==> config.mk <==
export PLATFORM = sky130hd
export DESIGN_NAME = spi_transfer_ctrl
export DESIGN_NICKNAME = d
export VERILOG_FILES = /design/src/rtl/spi_transfer_ctrl_pkg.sv /design/src/rtl/spi_sclk_gen.sv /design/src/rtl/spi_transfer_ctrl.sv
export SDC_FILE = /design/constraint.sdc
export NUM_CORES = 1
export LEC_CHECK = 0
export CAP_MARGIN = 20
export CORE_MARGIN = 4
export CORE_UTILIZATION = 46
export CTS_CLUSTER_SIZE = 8
export DETAILED_ROUTE_END_ITERATION = 8
export PLACE_DENSITY = 0.82
export SYNTH_ARGS = -nofsm -noshare
export SYNTH_HDL_FRONTEND = slang
export SYNTH_SLANG_ARGS = --single-unit
==> constraint.sdc <==
create_clock -name clk -period 2.3 [get_ports clk]
set_clock_uncertainty 0.1 [all_clocks]
set_input_delay 0.23 -clock clk [delete_from_list [all_inputs] [get_ports clk]]
set_output_delay 0.23 -clock clk [all_outputs]
set_load 0.03 [all_outputs]
==> src/rtl/spi_transfer_ctrl_pkg.sv <==
// Shared types and constants for the SPI transfer controller.
// The state enum, the byte width and the default SCLK half-period live here.
package spi_pkg;

    typedef enum logic [2:0] {
        ST_IDLE  = 3'd0,
        ST_SETUP = 3'd1,
        ST_SHIFT = 3'd2,
        ST_STORE = 3'd3,
        ST_DONE  = 3'd4
    } spi_state_t;

    localparam int BYTE_W      = 8;
    localparam int DIV_DEFAULT = 2;

    // all_1s wins over all_0s; otherwise the buffer byte goes out unchanged
    function automatic logic [BYTE_W-1:0] tx_select(
        input logic              force_ones,
        input logic              force_zeros,
        input logic [BYTE_W-1:0] data
    );
        logic [BYTE_W-1:0] result;
        if (force_ones) begin
            result = {BYTE_W{1'b1}};
        end else if (force_zeros) begin
            result = {BYTE_W{1'b0}};
        end else begin
            result = data;
        end
        return result;
    endfunction

endpackage

==> src/rtl/spi_sclk_gen.sv <==
// SCLK generator: DIV clk cycles low, DIV cycles high, running only while enabled.
// rise/fall flag the clk cycle whose closing edge moves sclk up/down.
module spi_sclk_gen
    import spi_pkg::*;
#(
    parameter int DIV = DIV_DEFAULT
) (
    input  logic clk,
    input  logic rst,
    input  logic en,
    output logic sclk,
    output logic rise,
    output logic fall
);

    localparam logic [7:0] CNT_LAST = 8'(DIV - 1);

    logic [7:0] cnt_r;
    logic       wrap_s;

    assign wrap_s = en && (cnt_r == CNT_LAST);
    assign rise   = wrap_s & ~sclk;
    assign fall   = wrap_s & sclk;

    // Half-period counter; disabling parks sclk low and restarts the phase
    always_ff @(posedge clk or posedge rst) begin
        if (rst) begin
            cnt_r <= 8'd0;
            sclk  <= 1'b0;
        end else if (!en) begin
            cnt_r <= 8'd0;
            sclk  <= 1'b0;
        end else if (wrap_s) begin
            cnt_r <= 8'd0;
            sclk  <= ~sclk;
        end else begin
            cnt_r <= cnt_r + 8'd1;
        end
    end

endmodule

==> src/rtl/spi_transfer_ctrl.sv <==
// Mode-0 SPI master moving n_tx_end+1 bytes from a TX buffer to an RX buffer
// under one continuous chip select, with a one-shot clr_send at the end.
module spi_transfer_ctrl
    import spi_pkg::*;
#(
    parameter int N   = 5,
    parameter int DIV = DIV_DEFAULT
) (
    input  logic              clk,
    input  logic              rst,
    input  logic              send,
    input  logic              cs_ctrl,
    input  logic              all_1s,
    input  logic              all_0s,
    input  logic [N:0]        n_tx_end,
    input  logic [BYTE_W-1:0] tx_data,
    input  logic              miso,
    output logic [N:0]        tx_addr,
    output logic [N:0]        rx_addr,
    output logic [BYTE_W-1:0] rx_data,
    output logic              rx_we,
    output logic              clr_send,
    output logic              hold_ctrl,
    output logic [N+1:0]      n_rx_end,
    output logic              sclk,
    output logic              mosi,
    output logic              cs_n,
    output logic              busy
);

    localparam logic [N:0]   IDX_ONE  = {{N{1'b0}}, 1'b1};
    localparam logic [N+1:0] RX_ONE   = {{(N+1){1'b0}}, 1'b1};
    localparam logic [2:0]   BIT_LAST = 3'(BYTE_W - 1);

    spi_state_t        state_r;
    logic [N:0]        idx_r;
    logic [N:0]        end_r;
    logic              all1_r;
    logic              all0_r;
    logic [2:0]        bit_r;
    logic [N+1:0]      rx_cnt_r;
    logic [BYTE_W-1:0] tx_sr_r;
    logic [BYTE_W-1:0] rx_sr_r;
    logic [BYTE_W-1:0] load_byte_s;
    logic              shift_en_s;
    logic              rise_s;
    logic              fall_s;

    assign tx_addr     = idx_r;
    assign shift_en_s  = (state_r == ST_SHIFT);
    assign load_byte_s = tx_select(all1_r, all0_r, tx_data);

    spi_sclk_gen #(.DIV(DIV)) u_sclk_gen (
        .clk  (clk),
        .rst  (rst),
        .en   (shift_en_s),
        .sclk (sclk),
        .rise (rise_s),
        .fall (fall_s)
    );

    // Transfer FSM with its counters, shift registers and registered outputs
    always_ff @(posedge clk or posedge rst) begin
        if (rst) begin
            state_r   <= ST_IDLE;
            idx_r     <= '0;
            end_r     <= '0;
            all1_r    <= 1'b0;
            all0_r    <= 1'b0;
            bit_r     <= 3'd0;
            rx_cnt_r  <= '0;
            tx_sr_r   <= '0;
            rx_sr_r   <= '0;
            rx_addr   <= '0;
            rx_data   <= '0;
            rx_we     <= 1'b0;
            clr_send  <= 1'b0;
            hold_ctrl <= 1'b0;
            n_rx_end  <= '0;
            mosi      <= 1'b0;
            cs_n      <= 1'b1;
            busy      <= 1'b0;
        end else begin
            rx_we     <= 1'b0;
            hold_ctrl <= 1'b0;
            clr_send  <= 1'b0;
            case (state_r)
                ST_IDLE: begin
                    mosi <= 1'b0;
                    if (send) begin
                        end_r    <= n_tx_end;
                        all1_r   <= all_1s;
                        all0_r   <= all_0s;
                        idx_r    <= '0;
                        rx_cnt_r <= '0;
                        cs_n     <= 1'b0;
                        busy     <= 1'b1;
                        state_r  <= ST_SETUP;
                    end else begin
                        cs_n <= ~cs_ctrl;
                    end
                end
                ST_SETUP: begin
                    tx_sr_r <= load_byte_s;
                    mosi    <= load_byte_s[BYTE_W-1];
                    bit_r   <= 3'd0;
                    state_r <= ST_SHIFT;
                end
                ST_SHIFT: begin
                    if (rise_s) begin
                        rx_sr_r <= {rx_sr_r[BYTE_W-2:0], miso};
                    end
                    // mosi only moves on the falling edge; the last fall closes the byte
                    if (fall_s) begin
                        if (bit_r == BIT_LAST) begin
                            mosi      <= 1'b0;
                            rx_we     <= 1'b1;
                            hold_ctrl <= 1'b1;
                            rx_addr   <= idx_r;
                            rx_data   <= rx_sr_r;
                            n_rx_end  <= rx_cnt_r + RX_ONE;
                            rx_cnt_r  <= rx_cnt_r + RX_ONE;
                            state_r   <= ST_STORE;
                        end else begin
                            bit_r   <= bit_r + 3'd1;
                            tx_sr_r <= {tx_sr_r[BYTE_W-2:0], 1'b0};
                            mosi    <= tx_sr_r[BYTE_W-2];
                        end
                    end
                end
                ST_STORE: begin
                    if (idx_r == end_r) begin
                        clr_send <= 1'b1;
                        cs_n     <= ~cs_ctrl;
                        state_r  <= ST_DONE;
                    end else begin
                        idx_r   <= idx_r + IDX_ONE;
                        state_r <= ST_SETUP;
                    end
                end
                ST_DONE: begin
                    busy    <= 1'b0;
                    cs_n    <= ~cs_ctrl;
                    state_r <= ST_IDLE;
                end
                default: begin
                    busy    <= 1'b0;
                    cs_n    <= 1'b1;
                    mosi    <= 1'b0;
                    state_r <= ST_IDLE;
                end
            endcase
        end
    end

endmodule

==> summary.txt <==
Run status
  – Status: complete, no violations

Timing
  – Tcrit/Tclk final: 94.1%
  – RSZ-0062 raised after global routing: false
  – Final count of pins violating max slew: 0
  – Finish-stage setup viols: 0
  – Fin crit period: 2.17 ns
  – Worst Max-Slew Pin Slew: 0.497 ns
  – Final hold vios: 0
  – Slew HR: 66.8%
  – Max Freq: 462 MHz
  – Hold Slack: 0.115 ns
  – TNS Setup: 0 ns

Synthesis
  – Mapped Area: 0.00364 mm^2
  – Avg Inst Size Synth: 11.2 um^2
  – Share of flip-flops with an asynchronous set or reset: 100%
  – Syn_nets: 351
  – Simple-gate share of the synthesized area: 15.6%
  – Post-synthesis mux area share: 13.3%
  – Distinct cell type count after synthesis: 54
  – EDFF count, synth: 0
  – XOR/XNOR Fraction of Synth Area: 4.33%
  – Largest family of logic cells by synthesized area: simple AND/OR/NAND/NOR gates
  – Top_reg_cell synth: dfrtp_1
  – Seq cells post-synth: 77
  – Mapped Cells: 324
  – Fraction of the mapped netlist area in compound gates: 8.56%
  – Yosys Warn Count: 0
  – Adder-cell area share of the yosys netlist: 2.06%
  – Seq/Total Area, Yosys: 53.0%

Power and ir drop
  – PD cells: 1100 mW/mm^2
  – Worst vdd ir: 0.000582 V
  – Switching share of power: 35.6%
  – Psw: 1.80 mW
  – Clk pwr share: 23.1%
  – Flop pwr share: 41.5%
  – Leak: 2.04 nW
  – P_int: 3.25 mW
  – Logic pwr share: 35.4%

Place
  – Final GP Congestion: 0.810
  – I/O Buffers: 54
  – Placed Cells: 475
  – Hpwl dp: 5.44 mm

Die
  – Core outline area: 0.00773 mm^2
  – Initial Utilization: 47.1%
  – Die extent in y: 96.9 um
  – DIE AREA: 0.00940 mm^2
  – Die X: 96.9 um
  – Core Rows: 32
  – IO Count: 55

Setup path
  – CP Data Arrival Time: 2.30 ns
  – Worst path required time: 2.44 ns
  – CP endpoint kind: flop
  – Critical Path End: rx_sr_r[6]
  – Crit path kind: reg2reg
  – R2r endpoint: rx_sr_r[6]
  – CP startpoint: u_sclk_gen.cnt_r[1]
  – Worst reg2reg path depth: 6
  – Worst setup SP type: flop
  – CP max FO: 8
  – Worst flop-to-flop path startpoint: u_sclk_gen.cnt_r[1]
  – Register-to-register setup slack: 0.13 ns

Cells and area
  – NumNets Final: 411
  – Layout cells sized above 1: 19.0%
  – Finished Core Util: 59.3%
  – N_diodes: 0
  – Most common cell after layout, fill and taps aside: dfrtp_1
  – Layout fillers: 628
  – Area Growth Syn to Fin: 25.9%
  – Finished Layout Cells: 491
  – Commonest cells after routing, fill and taps aside: dfrtp_1, clkdlybuf4s50_1, nand2_1

Clock network
  – Clock root buffer: clkbuf_8
  – Post-CTS Resized: 0
  – CTS H-Tree Depth: 3
  – Hold-fix buffers at CTS: 0
  – Clock Sinks: 77
  – Postcts setup bufs: 0
  – Worst-path clk slew: 0.08 ns
  – Max clock buf depth: 2
  – CTS buffer count: 9
  – CTS tree: yes
  – Clock latency on the worst-skew pair: 0.35 ns

Detailed routing
  – Total number of vias: 2583
  – WL final: 7.68 mm
  – Pre-antenna DRT Iters: 5
  – WL/cell: 15.6 um
  – Vias/cell: 5.26
  – # DRC: 0
  – Remaining antenna violation count: 0
  – Drt initial violations: 153

GRT
  – Initial antenna violation count: 0
  – GR Overflow Total: 0
  – Vias in the first global route: 2738
  – Maximum number of pins on one net before global-route repair: 33
  – GRT Total Usage: 17.4%
  – First-pass GRT wire length: 13.4 mm

Min path
  – Worst Hold Class: in2async

Run
  – Max_cap viols: 0
cell families (layout without fill, tap and decap cells):
kind of cell	after synthesis	in the layout
AOI/OAI and AO/OA	48	48
xor gates and xnor gates	18	18
adders and majority gates	6	6
buffers and inverters	24	89
DFF	77	77
muxes	42	42
and+or+nand+nor	109	109
per-layer routing:
layer	share of wire [%]	vias to the layer above	track usage, %
met4	1.4	0	5.83
met5	0	-	0
met2	48	92	26.8
met3	6.8	13	5.84
met1	44	1227	23.1
li1	-	1251	-
cells in the mapped netlist (4+ instances only):
cell type	number	share of area, %
dfrtp_1	76	52
nand2_1	39	4.0
mux2_2	28	8.7
nor2_1	23	2.4
a21oi_1	19	2.6
nand3_1	11	1.5
xor2_1	10	2.4
inv_1	8	0.83
mux2i_1	8	2.2
xnor2_1	8	1.9
a21o_1	6	1.2
ha_1	6	2.1
mux2_4	6	2.5
and3_1	5	0.86
buf_2	5	0.69
clkbuf_1	5	0.52
nor3_1	5	0.69
o21ai_0	5	0.69
or2_2	4	0.69
worst max-delay path, cell delays in order (launching register included):
cell and delay [ns]:
dfrtp_1 0.44, inv_1 0.08, ha_1 0.14, nor4b_4 0.28, nand2_1 0.21, nor3_4 0.42, mux2_2 0.38
state kept, by name, indices dropped and copies added, names as in the netlist:
name              count
all0_r                1
all1_r                1
bit_r                 3
busy                  1
clr_send              1
cs_n                  1
end_r                 6
hold_ctrl             1
mosi                  1
n_rx_end              7
rx_addr               6
rx_cnt_r              7
rx_data               8
rx_sr_r               8
state_r               3
tx_addr               6
tx_sr_r               7
u_sclk_gen.cnt_r      8
u_sclk_gen.sclk       1
how the worst min path moves through the flow:
stage	endpoint	slack, ns	from	cells past startpoint
4_1_cts	rx_sr_r[4]	0.11	rst	2
2_1_floorplan	cs_n	0.20	cs_ctrl	1
3_3_place_gp	tx_sr_r[0]	0.37	tx_sr_r[0]	1
5_1_grt	rx_sr_r[4]	0.15	rst	2
3_5_place_dp	n_rx_end[0]	0.39	n_rx_end[0]	1
6_report	rx_sr_r[4]	0.12	rst	2
power groups by stage:
stage / clock [mW] / sequential, mW / combinational (mW)
after floorplan: 0 / 2.07 / 1.31
after global placement: 0 / 2.09 / 1.73
after detailed placement: 0 / 2.11 / 1.79
after CTS: 1.19 / 2.09 / 1.81
after global routing: 1.26 / 2.15 / 2.00
final: 1.17 / 2.10 / 1.79
metrics by stage:
step           instance area, um^2  setup slack, ns  total power, mW
2_1_floorplan                 3640          0.00498             3.39
4_1_cts                       4580            0.102             5.09
5_1_grt                       4580          0.00117             5.41
6_report                      4580            0.135             5.05
3_5_place_dp                  4350            0.123             3.90
3_3_place_gp                  4350            0.209             3.82
final cells by class:
type | instances | area, um^2 | area share [%]
flip-flops and latches | 77 | 1930 | 42.1
multi-input cells | 223 | 1610 | 35.0
repair buffers | 64 | 653 | 14.3
clock buffers | 11 | 151 | 3.30
well taps | 102 | 128 | 2.79
clock inverters | 5 | 82.6 | 1.80
inverters | 9 | 33.8 | 0.737
(Power assumes the default switching activity.)
